<file path="src/rtl/paint_scan.sv">
// paint_scan: frame scanner, priority compositor and framebuffer writer (optional PAINT_SCAN_PERF_EN stall counter)
module paint_scan #(
  parameter int FRAME_W = 320,
  parameter int FRAME_H = 480,
  parameter int LAYERS = 4,
  parameter int LATENCY = 4,
  parameter int FIFO_DEPTH = 8,
  parameter int ADDR_W = 18,
  parameter logic [15:0] BG_COLOR = 16'h0000
) (
  input  logic                     clk,
  input  logic                     rstn,
  input  logic                     start,
  output logic                     busy,
  output logic                     frame_done,
  output logic                     new_frame,
  output logic signed [15:0]       paint_x,
  output logic signed [15:0]       paint_y,
  input  logic [LAYERS-1:0]        paint_enable_in,
  input  logic [16*LAYERS-1:0]     paint_color_in,
  output logic                     fb_valid,
  input  logic                     fb_ready,
  output logic [ADDR_W-1:0]        fb_addr,
  output logic [15:0]              fb_data,
  output logic                     fb_last,
  output logic [31:0]              stall_cycles
);
  localparam int AW = $clog2(FIFO_DEPTH);
  localparam int PW = ADDR_W + 2;
  localparam int OW = $clog2(FIFO_DEPTH + LATENCY + 1);
  localparam logic [1:0] IDLE = 2'd0;
  localparam logic [1:0] NEWF = 2'd1;
  localparam logic [1:0] SCAN = 2'd2;
  localparam logic [1:0] DRAIN = 2'd3;
  logic [1:0] state;
  logic [15:0] x_cnt, y_cnt;
  logic [ADDR_W-1:0] addr_cnt;
  logic [LATENCY-1:0][PW-1:0] pipe;
  logic [LATENCY:0][PW-1:0] pipe_n;
  logic [ADDR_W+16:0] mem [FIFO_DEPTH];
  logic [AW-1:0] wr_ptr, rd_ptr;
  logic [AW:0] count;
  logic [OW-1:0] occ;
  logic [15:0] comp;
  logic issue, last_xy, x_end, push, pop, inflight_z, done;
  // credits in use: FIFO entries plus every valid bit still travelling with the painters
  always_comb begin
    occ = OW'(count);
    inflight_z = 1'b1;
    for (int i = 0; i < LATENCY; i++) begin
      occ = occ + OW'(pipe[i][PW-1]);
      inflight_z = inflight_z & !pipe[i][PW-1];
    end
  end
  // lowest-numbered enabled layer wins, background otherwise
  always_comb begin
    comp = BG_COLOR;
    for (int i = LAYERS - 1; i >= 0; i--)
      comp = paint_enable_in[i] ? paint_color_in[16*i +: 16] : comp;
  end
  assign issue = state == SCAN && occ < OW'(FIFO_DEPTH);
  assign x_end = x_cnt == 16'(FRAME_W - 1);
  assign last_xy = x_end && y_cnt == 16'(FRAME_H - 1);
  assign pipe_n = {pipe, issue, issue && last_xy, addr_cnt};
  assign push = pipe[LATENCY-1][PW-1];
  assign pop = fb_valid && fb_ready;
  assign done = state == DRAIN && inflight_z && count == '0;
  assign busy = state != IDLE;
  assign frame_done = done;
  assign new_frame = state == NEWF;
  assign paint_x = issue ? x_cnt : '1;
  assign paint_y = issue ? y_cnt : '1;
  assign fb_valid = count != '0;
  assign fb_addr = fb_valid ? mem[rd_ptr][ADDR_W+15:16] : '0;
  assign fb_data = fb_valid ? mem[rd_ptr][15:0] : '0;
  assign fb_last = fb_valid && mem[rd_ptr][ADDR_W+16];
  // frame sequencing and raster/address counters
  always_ff @(posedge clk) begin
    if (!rstn) begin
      state <= IDLE;
      x_cnt <= '0;
      y_cnt <= '0;
      addr_cnt <= '0;
    end else begin
      state <= state == IDLE ? (start ? NEWF : IDLE) :
               state == NEWF ? SCAN :
               state == SCAN ? (issue && last_xy ? DRAIN : SCAN) :
               (done ? IDLE : DRAIN);
      if (state == NEWF) begin
        x_cnt <= '0;
        y_cnt <= '0;
        addr_cnt <= '0;
      end else if (issue) begin
        x_cnt <= x_end ? '0 : x_cnt + 16'd1;
        y_cnt <= x_end ? y_cnt + 16'd1 : y_cnt;
        addr_cnt <= addr_cnt + ADDR_W'(1);
      end
    end
  end
  // valid/last/address ride alongside the painter latency
  always_ff @(posedge clk) begin
    if (!rstn) pipe <= '0;
    else pipe <= pipe_n[LATENCY-1:0];
  end
  // FIFO pointers and occupancy
  always_ff @(posedge clk) begin
    if (!rstn) begin
      wr_ptr <= '0;
      rd_ptr <= '0;
      count <= '0;
    end else begin
      wr_ptr <= push ? wr_ptr + AW'(1) : wr_ptr;
      rd_ptr <= pop ? rd_ptr + AW'(1) : rd_ptr;
      count <= count + {{AW{1'b0}}, push} - {{AW{1'b0}}, pop};
    end
  end
  // FIFO storage, written as the composited pixel emerges
  always_ff @(posedge clk) begin
    if (push) mem[wr_ptr] <= {pipe[LATENCY-1][PW-2], pipe[LATENCY-1][ADDR_W-1:0], comp};
  end
`ifdef PAINT_SCAN_PERF_EN
  logic [31:0] stall_q;
  // saturating count of SCAN cycles blocked by credits, cleared per frame
  always_ff @(posedge clk) begin
    if (!rstn) stall_q <= '0;
    else if (state == IDLE && start) stall_q <= '0;
    else if (state == SCAN && !issue && stall_q != '1) stall_q <= stall_q + 32'd1;
  end
  assign stall_cycles = stall_q;
`else
  assign stall_cycles = '0;
`endif
endmodule

</file>
<file path="config.mk">
export PLATFORM = sky130hd
export DESIGN_NAME = paint_scan
export DESIGN_NICKNAME = d
export VERILOG_FILES = /design/src/rtl/paint_scan.sv
export SDC_FILE = /design/constraint.sdc
export NUM_CORES = 1
export LEC_CHECK = 0
export ABC_AREA = 1
export ABC_CLOCK_PERIOD_IN_PS = 2660
export CAP_MARGIN = 20
export CORE_UTILIZATION = 26
export CTS_CLUSTER_SIZE = 12
export DETAILED_ROUTE_END_ITERATION = 8
export SLEW_MARGIN = 20
export SYNTH_ARGS = -nofsm -noshare
export SYNTH_HDL_FRONTEND = slang
export SYNTH_SLANG_ARGS = --single-unit
</file>
<file path="constraint.sdc">
create_clock -name clk -period 2.66 [get_ports clk]
set_input_delay 0.532 -clock clk [delete_from_list [all_inputs] [get_ports clk]]
set_output_delay 0.532 -clock clk [all_outputs]
set_load 0.02 [all_outputs]
</file>
After elaboration in Yosys (flattened, before gate mapping)
Memories as Yosys holds them, arrays and structs flattened. A register that Yosys moved wholly into a read port is not among the register bits.
Index checks and enable logic that the tools add are counted.
{"block": "totals", "reg_bits": 142, "ramBits": 280, "word_cells": 69, "n_memories": 1}
{"block": "op_classes", "add_sub_neg": 11, "n_lt_le_gt_ge": 1, "n_eq_ne": 5, "n_mux": 19, "bitwise_logic": 4, "reduce_logical": 17}
{"name": "mem", "words": 8, "word_bits": 35, "read_ports": 1, "rd_clocked_by_memory_dff": 1, "write_ports": 1, "line": "40", "source": "logic [ADDR_W+16:0] mem [FIFO_DEPTH];"}
{"operator": "$mux 16", "count": 8}
{"operator": "$add 16x1->16 const B", "count": 2}
{"operator": "$eq 16x9->1 const B", "count": 2}
{"operator": "$add 4x1->4", "count": 5}
{"operator": "$add 18x1->18 const B", "count": 1}
{"operator": "$mux 18", "count": 1}
{"operator": "$mux 2", "count": 4}
{"operator": "$logic_and 1x1->1", "count": 7}
{"operator": "$add 3x1->3 const B", "count": 2}
{"operator": "$mux 3", "count": 2}
{"operator": "$eq 2x2->1 const B", "count": 2}
{"operator": "$logic_not 1->1", "count": 4}
{"operator": "$logic_not 4->1", "count": 1}
{"operator": "$lt 4x4->1 const B", "count": 1}
{"operator": "$mux 1", "count": 4}
{"operator": "$reduce_bool 4->1", "count": 1}
{"operator": "$sub 4x1->4", "count": 1}
{"operator": "$and 1x1->1", "count": 3}
{"operator": "$eq 2x1->1 const B", "count": 1}
{"operator": "$logic_not 2->1", "count": 1}
{"operator": "$reduce_and 2->1", "count": 1}
{"operator": "$reduce_bool 2->1", "count": 1}
{"operator": "$reduce_or 2->1", "count": 1}
{"operator": "$not 1->1", "count": 1}

Logic depth before layout (Yosys ltp)
{"block": "logic_depth", "depth_word": 11, "ltp_mapped": 13}

Least setup slack after synthesis
No wires, ideal clock.
{"block": "synth_path", "path_type": "reg2reg", "start": "reg pipe[79] (netlist name)", "end": "mem mem[0][0] (netlist name), enable pin", "setup_ns": 0.427, "arrival_ns": 2.287, "required_ns": 2.233, "setup_slack_ns": -0.054, "path_stages_with_launch": 4, "n_path_buf": 0, "synth_period_minus_slack_ns": 2.714, "cell_sequence": "dfxtp_1 inv_1 or2_2 nor2_1"}
{"block": "synth_via", "elab_chain_len": 2}
{"item": "start, declared", "line": "38", "source": "logic [LATENCY-1:0][PW-1:0] pipe;"}
{"item": "start signal, assigned", "line": "103", "source": "else pipe <= pipe_n[LATENCY-1:0];"}
{"item": "$mux 1", "line": "119", "source": "if (push) mem[wr_ptr] <= {pipe[LATENCY-1][PW-2], pipe[LATENCY-1][ADDR_W-1:0], comp};"}
{"item": "$mux 1 (not written as such)", "line": "119"}
{"item": "end, declared", "line": "40"}
No other way between the ends.

Worst setup path in the final report
{"block": "layout_path", "start": "reg pipe[79] (netlist name)", "end": "out paint_x[0]"}
{"block": "layout_via", "elab_chain_len": 4}
{"item": "$add 4x1->4", "line": "51", "source": "occ = occ + OW'(pipe[i][PW-1]);"}
{"item": "$lt 4x4->1", "line": "61", "source": "assign issue = state == SCAN && occ < OW'(FIFO_DEPTH);"}
{"item": "$logic_and 1x1->1", "line": "61"}
{"item": "$mux 16", "line": "71", "source": "assign paint_x = issue ? x_cnt : '1;"}
{"item": "end, declared", "line": "17", "source": "output logic signed [15:0] paint_x,"}
No other way between the ends.

==> impl_metrics.ini <==
[layout]
layout_commonest_cell = nor2_1
area_growth_pct = 33.32
finalNonFillerCells = 2925
nets = 2104
filler_cell_count = 6628
drive_gt1_share_pct = 19.69
regArea_um2 = 11320
multi_input_area_um2 = 5917
final_cell_mix = 315 x nor2_1, 305 x nand2_1, 280 x edfxtp_1, 157 x inv_1, 140 x dfxtp_1
antenna_cells = 0

[power_and_ir_drop]
p_total_mw = 20.83
internal_power_mw = 14.15
ir_drop_v = 0.0006746
p_comb_share_pct = 36.5
switchingPower_mw = 6.679
power_density_nw_per_um2 = 883.3
seq_power_share_pct = 34.4
leakage_nw = 8.995
swShare_pct = 32.07
p_clk_share_pct = 29.1

[critical_path]
critPathLaunchType = flip-flop
criticalPathCategory = flip-flop to output pin
path_cells = fa_1, ha_1, nand2_1, nand2_1, nand2_2, nand2_1, nand2_1, nand3_2, buf_6, or2_4, buf_6
critPathMostFrequentCell = nand2_1
crit_required_ns = 2.13
crit_path_end_kind = output pin
crit_slowest_cell = fa_1
cp_data_arrival_time_ns = 2.61
slowest_delay_ns = 0.48
critical_path.max_fanout = 3

[synth]
syn_inst = 1796
ys_warn_count = 0
ys_seq_elements = 425
async_flop_share_pct = 0
synth_edf_count = 280
synth_cell_types = 38
ys_seq_area_share_pct = 63.95
ys.flop_type = edfxtp_1
postSynthAreaPerCell_um2 = 9.847
syn_area_um2 = 17690

[timing]
layout_min_cycle_time_ns = 3.145
rsz0062_at_grt = yes
fmax_mhz = 318.0
worst_pin_slew_ns = 0.8608
setup_viol = 52
clock_skew_ns = 0.02098
layout_worst_path_cycle_share_pct = 118.2
worst_slew_margin_rel_pct = 42.61
setup_ws_ns = -0.4849
holdWs_ns = 0.3747
maxSlewViolCount = 0
hold_viol = 0

[run_status]
status = finished, violations left
failed_checks = setup timing

[run]
drv.max_cap_violation_count = 0

[route]
routed_wirelength_mm = 46.73
first_pass_iters = 5
vias_per_cell = 4.534
drtIter0Drc = 768
ant_nets = 0
wl_per_cell_um = 15.97
drc = 0
vias = 13260

[floorplanning]
initial_core_util_pct = 26.29
ios = 175
fp.dieArea_um2 = 69070
core-area_um2 = 67280
rows = 95
die_w_um = 262.8
die_y_um = 262.8

[global_routing]
grt_pass1_wl_mm = 68.32
grt_pass1_vias = 12540
grt_max_degree = 86
antenna_found_initial = 0
grt_use_total_pct = 12.31
overflow = 0

[clocking]
insertion_delay_ns = 0.56
cts.clk_slew.worst_paths_ns = 0.06
cts_hold_buf = 0
clock-sinks = 425
ctsHtreeMaxLevel = 2
root_buffer = clkbuf_16
cts_buffer_depth = 3
cts_tree = built
cts_buffers = 45

[min_path]
holdCritPathClass = input port to flip-flop

[placed_design]
place_hpwl_mm = 24.43
numPortBuffers = 142
dpl.cell_count = 2780
gp_congestion = 0.8453
power by group through the flow:
stage	sequential, mW	clock, mW	combinational (mW)
finish	7.17	6.05	7.61
CTS	7.17	6.15	6.19
global route	7.17	6.41	8.07
floorplan	7.27	0	2.96
global placement	7.30	0	5.19
detailed placement	7.31	0	5.28
stage by stage:
step	setup TNS (ns)	utilization, %	cell area (um2)	setup slack (ns)
CTS	-16.35	33.17	22320	-0.6321
finish	-15.07	35.05	23580	-0.4849
global placement	-7.079	30.46	20490	-0.2695
detailed placement	-8.725	30.46	20490	-0.2895
global route	-22.88	35.05	23580	-0.6032
floorplan	-7.549	-	17800	-0.05392
repair_timing:
item,CTS,global route
setup endpoints to repair,76,90
hold endpoints to repair,0,0
setup buffers,15,26
resized for setup,371,215
pin swaps,21,80
cloned,11,19
state kept, by name (all words and copies together), names as in the netlist, named ones only:
register,cells
count,4
wr_ptr,3
addr_cnt,18
state,2
rd_ptr,3
x_cnt,16
y_cnt,16
mem,280
pipe,80
final timing paths:
| path | startpoint | to | slack, ns | depth (start not counted) |
|---|---|---|---|---|
| setup / recovery | pipe[79] | paint_x[0] | -0.48 | 11 |
| hold / removal | rstn | count[1] | 0.37 | 3 |
| setup reg to reg | pipe[79] | y_cnt[15] | 0.05 | 14 |
| hold reg to reg | pipe[40] | pipe[60] | 0.40 | 2 |
cell usage after synthesis, types with 4 or more instances:
cell,instances,share of area [%]
o21ai_1,17,0.48
a21oi_1,69,2.0
nand3_1,36,1.0
buf_1,4,0.085
inv_1,157,3.3
o32ai_1,70,3.5
ha_1,13,0.92
buf_4,38,1.6
nor3b_1,4,0.17
dfxtp_1,145,16
nor3_1,22,0.62
nand2_1,307,6.5
edfxtp_1,280,48
o21ai_0,109,3.1
buf_2,29,0.82
inv_2,7,0.15
xor2_1,15,0.74
nand4_1,12,0.42
nand2_2,5,0.18
nor2_1,384,8.1
clkbuf_1,49,1.0
or2_2,5,0.18
critical path: cells and delay by family, from the launching register on:
| family | cells | cell delay (ns) |
|---|---|---|
| adders and majority gates | 2 | 0.78 |
| and+or+nand+nor | 7 | 0.69 |
| DFF | 1 | 0.33 |
| buffers and inverters | 2 | 0.27 |
metal layers:
metal,global-route usage (%),part of all wire (%)
met5,0,0
met3,2.296,6.2
met4,3.003,1.7
met2,21.16,48
met1,15.88,44
area by class of cell:
cell class                      instances  area share (%)
Clock buffer                           72           5.375
Tap cell                              873           4.633
Multi-Input combinational cell       1116           25.09
Timing Repair Buffer                  265           13.54
Inverter                              164           2.733
Clock inverter                         10          0.6049
Sequential cell                       425           48.02
logic make-up (layout without fill, tap and decap cells):
group           Yosys count  count (layout)  synth area share [%]
simple gates            782             782                 17.67
flops                   425             425                 63.95
buf+inv                 286             511                 7.167
compound gates          271             271                 9.254
xor+xnor                 16              16                0.7924
fa+ha+maj                15              15                 1.146
other cells               1              32               0.02120
Note: power is estimated with default switching activity, not from simulation.
